File: config.mk
export PLATFORM = sky130hd
export DESIGN_NAME = anti_theft_fsm
export DESIGN_NICKNAME = d
export VERILOG_FILES = /design/src/rtl/anti_theft_pkg.sv /design/src/rtl/anti_theft_fsm_timer_start_ctrl.sv /design/src/rtl/anti_theft_fsm.sv
export SDC_FILE = /design/constraint.sdc
export NUM_CORES = 1
export LEC_CHECK = 0
export ABC_AREA = 1
export BUFFER_PORTS_ARGS = -buffer_cell sky130_fd_sc_hd__buf_2
export CAP_MARGIN = 10
export CORE_UTILIZATION = 55
export DETAILED_ROUTE_END_ITERATION = 10
export GPL_ROUTABILITY_DRIVEN = 0
export PLACE_DENSITY = 0.83
export SLEW_MARGIN = 20
export SYNTH_ARGS = -nofsm -noshare
export SYNTH_HDL_FRONTEND = slang
export SYNTH_SLANG_ARGS = --single-unit
export TNS_END_PERCENT = 1
File: constraint.sdc
create_clock -name clock -period 2.65 [get_ports clock]
set_clock_uncertainty 0.15 [all_clocks]
set_input_delay 0.265 -clock clock [delete_from_list [all_inputs] [get_ports clock]]
set_output_delay 0.265 -clock clock [all_outputs]
set_load 0.03 [all_outputs]
File: src/rtl/anti_theft_pkg.sv
// Shared encodings for the anti-theft control slice: FSM states, timer
// interval codes and the start-request bundle passed to the timer handshake.
package anti_theft_pkg;

  localparam int STATE_W = 3;

  localparam logic [STATE_W-1:0] ARMED         = 3'd0;
  localparam logic [STATE_W-1:0] TRIGGERED     = 3'd1;
  localparam logic [STATE_W-1:0] SOUND_ALARM   = 3'd2;
  localparam logic [STATE_W-1:0] DIS_IGN_ON    = 3'd3;
  localparam logic [STATE_W-1:0] DIS_IGN_OFF   = 3'd4;
  localparam logic [STATE_W-1:0] DIS_DOOR_OPEN = 3'd5;
  localparam logic [STATE_W-1:0] ARM_WAIT      = 3'd6;

  localparam logic [1:0] ARM_DELAY       = 2'b00;
  localparam logic [1:0] DRIVER_DELAY    = 2'b01;
  localparam logic [1:0] PASSENGER_DELAY = 2'b10;
  localparam logic [1:0] ALARM_ON        = 2'b11;

  typedef struct packed {
    logic       vld;
    logic [1:0] ivl;
  } start_req_t;

endpackage

File: src/rtl/anti_theft_fsm_timer_start_ctrl.sv
// Timer start handshake: shadows the timer's busy state, masks stale expiry
// right after a start, and defers a request made while the timer is running.
module timer_start_ctrl
  import anti_theft_pkg::*;
(
  input  logic       clock,
  input  logic       reset,
  input  logic       req_vld,
  input  logic [1:0] req_ivl,
  input  logic       clear_pending,
  input  logic       expired,
  output logic       start_timer,
  output logic [1:0] interval,
  output logic       expired_evt
);

  logic busy, guard, pending;
  logic expired_raw, launch;

  assign expired_raw = busy & ~guard & expired;
  // A deferred start swallows the expiry that frees the timer.
  assign expired_evt = expired_raw & ~pending;
  assign launch      = (~busy | expired_raw) & (req_vld | (pending & ~clear_pending));

  always_ff @(posedge clock or negedge reset) begin
    if (!reset) begin
      start_timer <= 1'b0;
      interval    <= ARM_DELAY;
      busy        <= 1'b0;
      guard       <= 1'b0;
      pending     <= 1'b0;
    end else begin
      start_timer <= launch;
      guard       <= launch;
      if (req_vld)
        interval <= req_ivl;
      if (launch)
        busy <= 1'b1;
      else if (expired_raw)
        busy <= 1'b0;
      if (clear_pending || launch)
        pending <= 1'b0;
      else if (req_vld)
        pending <= 1'b1;
    end
  end

endmodule

File: src/rtl/anti_theft_fsm.sv
// Anti-theft control FSM: arms/disarms, drives status LED and siren, and
// requests countdown intervals from the system timer.
// Optional fuel-pump immobiliser enabled by defining ANTI_THEFT_FUEL_PUMP_EN.
module anti_theft_fsm
  import anti_theft_pkg::*;
#(
  parameter int unsigned BLINK_DIV    = 1,
  parameter bit          SIREN_PULSED = 1'b1
) (
  input  logic       clock,
  input  logic       reset,
  input  logic       ignition,
  input  logic       driver_door,
  input  logic       passenger_door,
  input  logic       reprogram,
  input  logic       expired,
  input  logic       one_hz_enable,
  input  logic       two_hz_enable,
  output logic       start_timer,
  output logic [1:0] interval,
  output logic       status_led,
  output logic       siren,
`ifdef ANTI_THEFT_FUEL_PUMP_EN
  input  logic       hidden_switch,
  input  logic       brake_pedal,
  output logic       fuel_pump,
  output logic [2:0] fsm_state
`else
  output logic [2:0] fsm_state
`endif
);

  localparam logic [3:0] BLINK_LAST = 4'(BLINK_DIV - 1);

  logic [STATE_W-1:0] state, state_n;
  start_req_t         req;
  logic               clear_pending, expired_evt;
  logic               doors_open, doors_q, doors_closed_edge;
  logic [3:0]         blink_cnt;

  assign doors_open        = driver_door | passenger_door;
  assign doors_closed_edge = doors_q & ~doors_open;
  assign fsm_state         = state;

  always_comb begin
    state_n       = state;
    req           = '0;
    clear_pending = 1'b0;
    if (reprogram) begin
      state_n       = ARMED;
      clear_pending = 1'b1;
    end else begin
      case (state)
        ARMED: begin
          // Ignition alone never disarms; driver door wins over passenger.
          if (driver_door) begin
            state_n = TRIGGERED;
            req     = '{vld: 1'b1, ivl: DRIVER_DELAY};
          end else if (passenger_door) begin
            state_n = TRIGGERED;
            req     = '{vld: 1'b1, ivl: PASSENGER_DELAY};
          end
        end
        TRIGGERED: begin
          if (ignition)         state_n = DIS_IGN_ON;
          else if (expired_evt) state_n = SOUND_ALARM;
        end
        SOUND_ALARM: begin
          if (ignition)
            state_n = DIS_IGN_ON;
          else if (expired_evt && !doors_open)
            state_n = ARMED;
          else if (doors_closed_edge)
            req = '{vld: 1'b1, ivl: ALARM_ON};
        end
        DIS_IGN_ON: begin
          if (!ignition) state_n = DIS_IGN_OFF;
        end
        DIS_IGN_OFF: begin
          if (ignition)         state_n = DIS_IGN_ON;
          else if (driver_door) state_n = DIS_DOOR_OPEN;
        end
        DIS_DOOR_OPEN: begin
          if (ignition) begin
            state_n = DIS_IGN_ON;
          end else if (!driver_door) begin
            state_n = ARM_WAIT;
            req     = '{vld: 1'b1, ivl: ARM_DELAY};
          end
        end
        ARM_WAIT: begin
          if (ignition) begin
            state_n = DIS_IGN_ON;
          end else if (expired_evt) begin
            state_n = ARMED;
          end else if (doors_open) begin
            state_n       = DIS_DOOR_OPEN;
            clear_pending = 1'b1;
          end
        end
        default: state_n = ARMED;
      endcase
    end
  end

  timer_start_ctrl u_start_ctrl (
    .clock         (clock),
    .reset         (reset),
    .req_vld       (req.vld),
    .req_ivl       (req.ivl),
    .clear_pending (clear_pending),
    .expired       (expired),
    .start_timer   (start_timer),
    .interval      (interval),
    .expired_evt   (expired_evt)
  );

  always_ff @(posedge clock or negedge reset) begin
    if (!reset) begin
      state   <= ARMED;
      doors_q <= 1'b0;
    end else begin
      state   <= state_n;
      doors_q <= doors_open;
    end
  end

  // Outputs are decoded from the next state so they change with the state.
  always_ff @(posedge clock or negedge reset) begin
    if (!reset) begin
      status_led <= 1'b0;
      blink_cnt  <= '0;
    end else begin
      case (state_n)
        ARMED: begin
          if (state != ARMED) begin
            status_led <= 1'b0;
            blink_cnt  <= '0;
          end else if (one_hz_enable) begin
            if (blink_cnt == BLINK_LAST) begin
              status_led <= ~status_led;
              blink_cnt  <= '0;
            end else begin
              blink_cnt <= blink_cnt + 4'd1;
            end
          end
        end
        TRIGGERED, SOUND_ALARM: begin
          status_led <= 1'b1;
          blink_cnt  <= '0;
        end
        default: begin
          status_led <= 1'b0;
          blink_cnt  <= '0;
        end
      endcase
    end
  end

  always_ff @(posedge clock or negedge reset) begin
    if (!reset)
      siren <= 1'b0;
    else if (state_n != SOUND_ALARM)
      siren <= 1'b0;
    else if (state != SOUND_ALARM)
      siren <= 1'b1;
    else if (SIREN_PULSED && two_hz_enable)
      siren <= ~siren;
  end

`ifdef ANTI_THEFT_FUEL_PUMP_EN
  always_ff @(posedge clock or negedge reset) begin
    if (!reset)
      fuel_pump <= 1'b0;
    else if (reprogram || !ignition || state_n == SOUND_ALARM)
      fuel_pump <= 1'b0;
    else if (hidden_switch && brake_pedal)
      fuel_pump <= 1'b1;
  end
`else
`endif

endmodule

# [Word-level counts from Yosys, hierarchy flattened]
# Index checks and enable logic that the tools add are counted.
[totals] ff_bits=15 latchBits=0 ramBits=0 romBits=0 input_bits=9 out_inout_bits=8 elab_cells=95 memories=0
[op_classes] addsub=1 multipliers=0 div=0 n_lt_le_gt_ge=0 n_eq_ne=12 shifts=0 mux=45 n_bitwise=16 reduce_logical=12
[ops] operator="2-to-1 mux 3 bit" count=23
[ops] operator="one-hot mux 3 bit (7 select lines)" count=1
[ops] operator="2-to-1 mux 4 bit" count=4
[ops] operator="2-to-1 mux 1 bit" count=15
[ops] operator="== test 3 x 2 -> 1 bit, second input constant" count=3
[ops] operator="== test 3 bit, second input constant" count=3
[ops] operator="one-hot mux 3 bit (3 select lines)" count=1
[ops] operator="NOT 1 bit" count=7
[ops] operator="bitwise AND 1 bit" count=6
[ops] operator="== test 3 x 1 -> 1 bit, second input constant" count=2
[ops] operator="zero test 3 bit" count=2
[ops] operator="inequality test 3 x 2 -> 1 bit, second input constant" count=2
[ops] operator="inequality test 3 bit, second input constant" count=2
[ops] operator="nonzero test 3 bit" count=2
[ops] operator="adder 4 x 1 -> 4 bit, second input constant" count=1
[ops] operator="zero test 4 bit" count=1
[ops] operator="nonzero test 2 bit" count=2
[ops] operator="OR 1 bit" count=3
[ops] operator="one-hot mux 1 bit (2 select lines)" count=1
[ops] operator="AND reduction 2 bit" count=1
[ops] operator="OR reduction 2 bit" count=1
[ops] operator="logical AND 1 bit" count=1
[ops] operator="zero test 1 bit" count=1
[ops] operator="logical OR 1 bit" count=1

# [Depth between registers and ports, before layout]
# Gate-level depths: netlist of run 1.
[logic_depth] ltp_word=14 depth_mapped=13 mapped_depth_nobuf=13

# [By module]
# From an unflattened synthesis of run 1, not the netlist that was laid out.
[unflattened] cells_unflattened=154 hier_area_um2=1064.8
[modules_own_cells] module="anti_theft_fsm" n_inst=1 cells_each=130 area_each_um2=855.8 seq_area_each_um2=250.2
[modules_own_cells] module="timer_start_ctrl" n_inst=1 cells_each=24 area_each_um2=209.0 seq_area_each_um2=125.1

# [Worst setup path before layout of run 1]
# Ideal clock, no wire load.
[synth_timing] path_kind="register to register" from="register state[0], in the netlist fsm_state[0]" to="register status_led" setup_time_ns=0.119 arrival_ns=1.542 required_ns=2.381 slack_ns=0.839 stages_incl_launch_ff=13 n_path_buf=1 period_less_slack_ns=1.811 cell_sequence="dfrtp_1 buf_6 nor2_1 nand3_2 nand2_1 nor2_2 nand3_2 nand2_4 nand2_4 nor2_4 o21ai_2 nand2_1 nand2_1"
[synth_between] elab_chain_len=8 word_cells_on_any_way=33 cone_classes="eq/ne (10); mux (18); reduce/logical (5)"
[synth_rtl] item="from (decl)" line="anti_theft_fsm.sv:35" text="logic [STATE_W-1:0] state, state_n;"
[synth_rtl] item="from (signal assigned)" line="anti_theft_fsm.sv:123" text="state <= state_n;"
[synth_rtl] item="2-to-1 mux 3 bit" line="anti_theft_fsm.sv:96" text="end else if (doors_open) begin"
[synth_rtl] item="2-to-1 mux 3 bit" line="anti_theft_fsm.sv:94" text="end else if (expired_evt) begin"
[synth_rtl] item="2-to-1 mux 3 bit" line="anti_theft_fsm.sv:92" text="if (ignition) begin"
[synth_rtl] item="one-hot mux 3 bit (7 select lines)" line="anti_theft_fsm.sv:53" text="case (state)"
[synth_rtl] item="2-to-1 mux 3 bit" line="anti_theft_fsm.sv:49" text="if (reprogram) begin"
[synth_rtl] item="== test 3 x 1 -> 1 bit, or another cell as far along" line="anti_theft_fsm.sv:134" text="case (state_n)"
[synth_rtl] item="OR reduction 2 bit / inequality test 3 bit (equally long branches)"
[synth_rtl] item="one-hot mux 1 bit (2 select lines) / AND reduction 2 bit (equally long branches)"
[synth_rtl] item="to (signal assigned)" line="anti_theft_fsm.sv:141" text="status_led <= ~status_led;"
[synth_rtl] item="to (decl)" line="anti_theft_fsm.sv:21" text="output logic status_led,"
# Several ways; a longest one is shown, not always the timed one.
# A chain may end at the register's enable or synchronous reset.

# [Worst setup path after layout of run 1]
# Ends and elaborated chain as after synthesis.

==> out/metrics.cfg, run 1 <==
[outcome]
status=completed

[routing]
drc=0
vias=984
wl_per_cell_um=11.5
via_per_inst=5.21
drt_pass1_iterations=4
first_iter_violations=43
drt_wl_total_mm=2.17
antenna_left=0

[global_route]
overflow=0
antenna_found_initial=0
grt_pass1_vias=860
grtUsageTotal=0.256
grt_pass1_wl_mm=3.66
grt_max_degree=16

[floorplan]
die-height_um=45.3
row_count=15
die_area_um2=2050
io_pins=17
start_util=0.591
core-area_um2=1750
die_w_um=45.3

[layout]
diodes=0
fin_cells=189
fin_util=0.676
drive_above_1_share=0.250
nets=176
synthToLayoutAreaGrowth_pct=14.3

[clock_network]
cts_tree=done
cts-resized-gates=0
post_cts_buffers=0
cts_sinks=15
clock_path_buffers=2
htreeDepth=1
root_buffer=clkbuf_4
worst_skew_pair.late_latency_ns=0.30
numCtsBuffers=3
hold_buffers=2
path_clk_slew_ns=0.10

[sta]
fin_crit_ns=1.86
period_share=0.700
tns_ns=0
maxSlewViolCount=0
rsz0062_at_grt=false
fmax_mhz=539
fin_ws_ns=0.795
worst_slew_pin_slew_ns=0.402
hold_viol=0
setup_viol=0
relSlewSlack=0.729

[synth]
ys_top_cells_by_area=dfrtp_1, nand2_1, nor2_1, nand3_1, inv_1
ys_ff_latch=15
yosys_warnings=0
seq_area_frac_synth=0.364
syn_avg_cell_area_um2=7.22
synth_compound_area_frac=0.0958
syn_area_um2=1030
synth_adder_area_share=0.0242
netlist_instances=143
yosysMostFrequentCell=nand2_1
synth_top_family_by_area=simple AND/OR/NAND/NOR gates
synth_common_cells=nand2_1, nor2_1, dfrtp_1, nand3_1, inv_1
synth-simple-area-share=0.421
synth_top_area_cell=dfrtp_1
synthXorXnorAreaFrac=0.0170
synth_cell_types=29
synth_flop_cell=dfrtp_1
synth_top_cell_area_share=0.364
synth-async-reset-ratio=1.00
synth_edf_count=0
synth.area.mux_share=0
synth_nets=154

[pwr]
switchingPower_uw=433
power_frac_comb=0.485
leakage_nw=0.629
p_clk_frac=0.151
p_int_uw=480
peakVddDrop_uv=419
p_per_area_nw_per_um2=774
swShare=0.474
p_seq_frac=0.364

[place]
dp_slack_ns=0.818
dp_cells=183
hpwlAfterDp_mm=1.69
port-buffer-count=16

[setup_path]
crit_type=flop to flop
worstPathRequired_ns=2.69
end_kind=flop
setup.worst_path.start_class=flop
critical_path_arrival_ns=1.90
crit_fanout=10

[run]
drv_cap=0

[worst_hold_path]
hold_class=primary input to flop

-- area by class of cell --
cell class	count	area (µm²)
Timing Repair Buffer	18	100
Clock buffer	3	22.5
Tap cell	25	31.3
Multi-Input combinational cell	109	576
Fill cell	153	566
Sequential cell	15	375
Clock inverter	1	5.00
Inverter	18	70.1
-- layer usage --
metal  GRT usage  wire (µm)
met3      0.0720        160
met2       0.391        992
met1       0.332        963
met5           0          0
met4       0.121         50
-- cell families (layout without fill, tap and decap cells) --
logic type / after synthesis / after routing
fa+ha+maj: 2 / 2
buf+inv: 19 / 40
compound gates: 13 / 13
flops: 15 / 15
simple gates: 92 / 92
xor+xnor: 2 / 2
-- registers in the layout, indices dropped and copies added, names as in the netlist --
signal and flops:
blink_cnt 4, doors_q 1, fsm_state 3, siren 1, status_led 1, u_start_ctrl.busy 1
u_start_ctrl.interval 2, u_start_ctrl.pending 1, u_start_ctrl.start_timer 1
-- final timing paths --
| check | start | to | slack (ns) | cells after the start |
|---|---|---|---|---|
| hold reg to reg | u_start_ctrl.interval[1] | u_start_ctrl.interval[1] | 0.40 | 2 |
| min in group asynchronous | reset | u_start_ctrl.pending | 0.24 | 2 |
| setup / recovery | fsm_state[0] | status_led | 0.79 | 11 |
| setup reg to reg | fsm_state[0] | status_led | 0.79 | 11 |
| hold / removal | one_hz_enable | blink_cnt[0] | 0.08 | 3 |
| max in group asynchronous | reset | blink_cnt[0] | 1.86 | 2 |
-- metrics by stage --
stage	hold slack, ns	power [mW]	cell area, µm²
floorplan	-0.181	0.680	1030
global placement	0.0311	0.765	1130
detailed placement	0.0427	0.777	1130
CTS	0.0800	0.917	1180
global route	0.0950	0.989	1180
finish	0.0849	0.913	1180
-- worst max-delay path: stages (launching register included) --
cell and delay (ns):
dfrtp_1 0.56, nor2_1 0.14, nand3_2 0.10, nand2_1 0.07
nor2_2 0.11, nand3_2 0.13, nand2_4 0.10, nand2_4 0.06
nor2_4 0.16, o21ai_2 0.07, nand2_1 0.05, nand2_1 0.04
-- cell usage in the layout, fill, tap and decap left out, types with 3 or more instances in the layout --
| master | count |
|---|---|
| nand2_1 | 37 |
| o21ai_0 | 3 |
| buf_2 | 16 |
| nand3_1 | 14 |
| nor2_1 | 22 |
| inv_1 | 12 |
| clkbuf_4 | 3 |
| nand4_1 | 3 |
| dfrtp_1 | 15 |
| inv_2 | 5 |
| nor2_2 | 4 |
-- power by group through the flow --
stage          clock [mW]  combinational (mW)  sequential (mW)
6_report            0.138               0.442            0.333
3_5_place_dp            0               0.439            0.338
4_1_cts             0.141               0.443            0.333
3_3_place_gp            0               0.430            0.334
5_1_grt             0.151               0.497            0.341
2_1_floorplan           0               0.280            0.400
Note: power is estimated with default switching activity, not from simulation.
==> inputs of run 2 (changes only) <==
ABC_AREA = 0   (was 1)
CORE_UTILIZATION = 49   (was 55)
PLACE_DENSITY = 0.79   (was 0.83)
clock period = 1.7 ns   (was 2.65 ns; I/O delays follow)
==> run 2 against run 1 <==
  * The flow now finishes with violations (negative setup slack)
  * Sequential share of layout area down 2.6 points
  * Power is 37% higher
  * Critical path depth decreased by 4
  * Via count fell by 4.8%
  * Synthesized cell count shrank 26%
  * First-iteration DRC count fell by 40%
  * Clock power increased by 47%
  * Fmax is 0.59% higher
  * Sequential cell count unchanged
  * Combinational power grew 36%
  * Global-route usage shrank 1.8 points
  * Critical path type unchanged
  * Critical endpoint is now blink_cnt[3]
  * Largest cell class unchanged
==> out/metrics.cfg, run 2 <==
[synth]
synth_nets=117  ; was 154
ys_ff_latch=15  ; unchanged
synth_cell_types=43  ; was 29
yosysMostFrequentCell=dfrtp_1  ; was nand2_1
synth_edf_count=0  ; unchanged
ys_top_cells_by_area=dfrtp_1, a21oi_1, nor2_1, nand2_1, ha_1  ; was dfrtp_1, nand2_1, nor2_1, nand3_1, inv_1
synth-async-reset-ratio=1.00  ; unchanged
yosys_warnings=0  ; unchanged
netlist_instances=106  ; was 143
seq_area_frac_synth=0.387  ; was 0.364
synth_top_area_cell=dfrtp_1  ; unchanged
synth_common_cells=dfrtp_1, nor2_1, a21oi_1, nand2_1, inv_1  ; was nand2_1, nor2_1, dfrtp_1, nand3_1, inv_1
synth_top_cell_area_share=0.387  ; was 0.364
syn_area_um2=970  ; was 1030 µm²
synth_flop_cell=dfrtp_1  ; unchanged
syn_avg_cell_area_um2=9.15  ; was 7.22 µm²

[pwr]
leakage_nw=0.576  ; was 0.629 nW
p_clk_frac=0.162  ; was 0.151
peakVddDrop_uv=808  ; was 419 µV
p_total_mw=1.25  ; was 913 µW
p_int_uw=779  ; was 480 µW
p_seq_frac=0.358  ; was 0.364
power_frac_comb=0.479  ; was 0.485
switchingPower_uw=473  ; was 433 µW
p_per_area_nw_per_um2=962  ; was 774 nW/µm²
swShare=0.378  ; was 0.474

[global_route]
overflow=0  ; unchanged
antenna_found_initial=0  ; unchanged
grtUsageTotal=0.237  ; was 0.256
grt_pass1_wl_mm=3.57  ; was 3.66 mm
grt_max_degree=16  ; unchanged
grt_pass1_vias=844  ; was 860

[setup_path]
cp_top_family=simple AND/OR/NAND/NOR gates  ; unchanged
worstPathRequired_ns=1.76  ; was 2.69 ns
path_cells=buf_6, or4_4, a21oi_2, o22a_2, and3_4, o21ai_4, nor2_1  ; was nor2_1, nand3_2, nand2_1, nor2_2, nand3_2, nand2_4, nand2_4, nor2_4, o21ai_2, nand2_1, nand2_1
cpPeakStageDelay_ns=0.41  ; was 0.56 ns
reg2reg_slack_ns=-0.14  ; was 0.79 ns
critical_path_arrival_ns=1.91  ; was 1.90 ns
worst_path_max_delay_cell=dfrtp_2  ; was dfrtp_1
crit_type=flop to flop  ; unchanged
end_kind=flop  ; unchanged
r2r-start=fsm_state[0]  ; unchanged
setup.worst_path.start_class=flop  ; unchanged
crit_buf_inv=1  ; was 0
rr_worst_depth=7  ; was 11
crit_fanout=6  ; was 10
r2r_end=blink_cnt[3]  ; was status_led

[layout]
fin_cells=169  ; was 189
fin_util=0.730  ; was 0.676
final_common_cell=buf_4  ; was nand2_1
nets=156  ; was 176
drive_above_1_share=0.431  ; was 0.250
diodes=0  ; unchanged
final_cell_mix=buf_4, buf_2, dfrtp_1, nor2_1, a21oi_1  ; was nand2_1, nor2_1, buf_2, dfrtp_1, nand3_1
largest_reg_flops=4  ; unchanged
regMostFlops=blink_cnt  ; unchanged
synthToLayoutAreaGrowth_pct=34.2  ; was 14.3%

[sta]
worst_slew_pin_slew_ns=0.336  ; was 0.402 ns
period_share=1.09  ; was 0.700
hold_viol=0  ; unchanged
fin_ws_ns=-0.145  ; was 0.795 ns
maxSlewViolCount=0  ; unchanged
setup_viol=8  ; was 0
fin_crit_ns=1.84  ; was 1.86 ns
relSlewSlack=0.776  ; was 0.729
holdWs_ns=0.0219  ; was 0.0849 ns
rsz0062_at_grt=true  ; was false
tns_ns=-0.954  ; was 0 ns
fmax_mhz=542  ; was 539 MHz

[clock_network]
htreeDepth=1  ; unchanged
cts_sinks=15  ; unchanged
root_buffer=clkbuf_4  ; unchanged
clock_path_buffers=2  ; unchanged
numCtsBuffers=3  ; unchanged
path_clk_slew_ns=0.09  ; was 0.10 ns
worst_skew_pair.late_latency_ns=0.28  ; was 0.30 ns
cts_tree=done  ; unchanged

[worst_hold_path]
min-delay-start=expired  ; was one_hz_enable
hold_depth=3  ; unchanged
hold_class=primary input to flop  ; unchanged
holdPathEnd=u_start_ctrl.start_timer  ; was blink_cnt[0]

[place]
port-buffer-count=16  ; unchanged
dp_cells=160  ; was 183
hpwlAfterDp_mm=1.65  ; was 1.69 mm

[run]
drv_cap=0  ; unchanged

[floorplan]
row_count=15  ; unchanged
die_area_um2=2160  ; was 2050 µm²
die-height_um=46.5  ; was 45.3 µm
core-area_um2=1780  ; was 1750 µm²
start_util=0.544  ; was 0.591
die_w_um=46.5  ; was 45.3 µm
io_pins=17  ; unchanged

[routing]
highest_layer=met4  ; unchanged
antenna_left=0  ; unchanged
drt_pass1_iterations=4  ; unchanged
wl_met2_mm=1.13  ; was 992 µm
drt_wl_total_mm=2.32  ; was 2.17 mm
first_iter_violations=26  ; was 43
drc=0  ; unchanged
wl_met1_mm=1.05  ; was 963 µm
wl_met3_um=107  ; was 160 µm
wl_per_cell_um=13.7  ; was 11.5 µm
vias=937  ; was 984
via_per_inst=5.54  ; was 5.21

[outcome]
status=finished with violations  ; was completed
violations=negative setup slack

run 2: routing by layer:
| layer | vias to the layer above | global-route usage |
|---|---|---|
| li1 | 462 | - |
| met1 | 440 | 0.311 |
| met2 | 29 | 0.383 |
| met3 | 6 | 0.0275 |
| met4 | 0 | 0.112 |
| met5 | - | 0 |
run 2: repair_timing:
action	CTS	global route
endpoints found under the hold margin	16	0
buffers inserted	0	3
pin swaps	1	1
endpoints found under the setup margin	8	11
hold buffers	2	0
resized for setup	4	8
cloned	0	0
run 2: how the worst max path moves through the flow:
stage                 start            to  slack, ns  depth (start not counted)
4_1_cts        fsm_state[1]  blink_cnt[3]      -0.14                          6
3_5_place_dp   fsm_state[1]  blink_cnt[3]      -0.11                          6
3_3_place_gp   fsm_state[1]  blink_cnt[2]      -0.09                          6
2_1_floorplan  fsm_state[0]  blink_cnt[0]      -0.15                          6
6_report       fsm_state[0]  blink_cnt[3]      -0.14                          7
5_1_grt        fsm_state[0]  blink_cnt[2]      -0.21                          7
run 2: logic make-up (layout without fill, tap and decap cells):
family / count (synthesis) / count (layout) / synth area share
muxes: 1 / 1 / 0.0103
adders and majority gates: 2 / 2 / 0.0258
xor gates and xnor gates: 3 / 3 / 0.0271
and+or+nand+nor: 49 / 49 / 0.292
DFF: 15 / 15 / 0.387
buffers and inverters: 11 / 49 / 0.0645
AOI/OAI and AO/OA: 25 / 25 / 0.194
run 2: cell type report:
| class | count | area [µm²] |
|---|---|---|
| well taps | 25 | 31.3 |
| clock buffers | 4 | 26.3 |
| flip-flops and latches | 15 | 380 |
| multi-input cells | 80 | 579 |
| inverters | 6 | 22.5 |
| repair buffers | 39 | 262 |
| fillers | 130 | 482 |
run 2: power by group through the flow:
stage	Clock (mW)	Sequential [mW]	Combinational, mW
2_1_floorplan	0	0.554	0.274
3_3_place_gp	0	0.463	0.528
3_5_place_dp	0	0.466	0.537
4_1_cts	0.207	0.459	0.550
5_1_grt	0.215	0.457	0.642
6_report	0.203	0.449	0.600
run 2: worst reg2reg max path: cells and delay by family, from the launching register on:
kind / cells / cell delay (ns)
flops: 1 / 0.41
simple gates: 3 / 0.70
buf+inv: 1 / 0.13
compound gates: 3 / 0.39
run 2: through the flow:
stage | area [µm²] | setup slack (ns)
6_report | 1300 | -0.145
5_1_grt | 1300 | -0.205
3_5_place_dp | 1190 | -0.110
3_3_place_gp | 1190 | -0.0927
2_1_floorplan | 992 | -0.148
4_1_cts | 1250 | -0.136
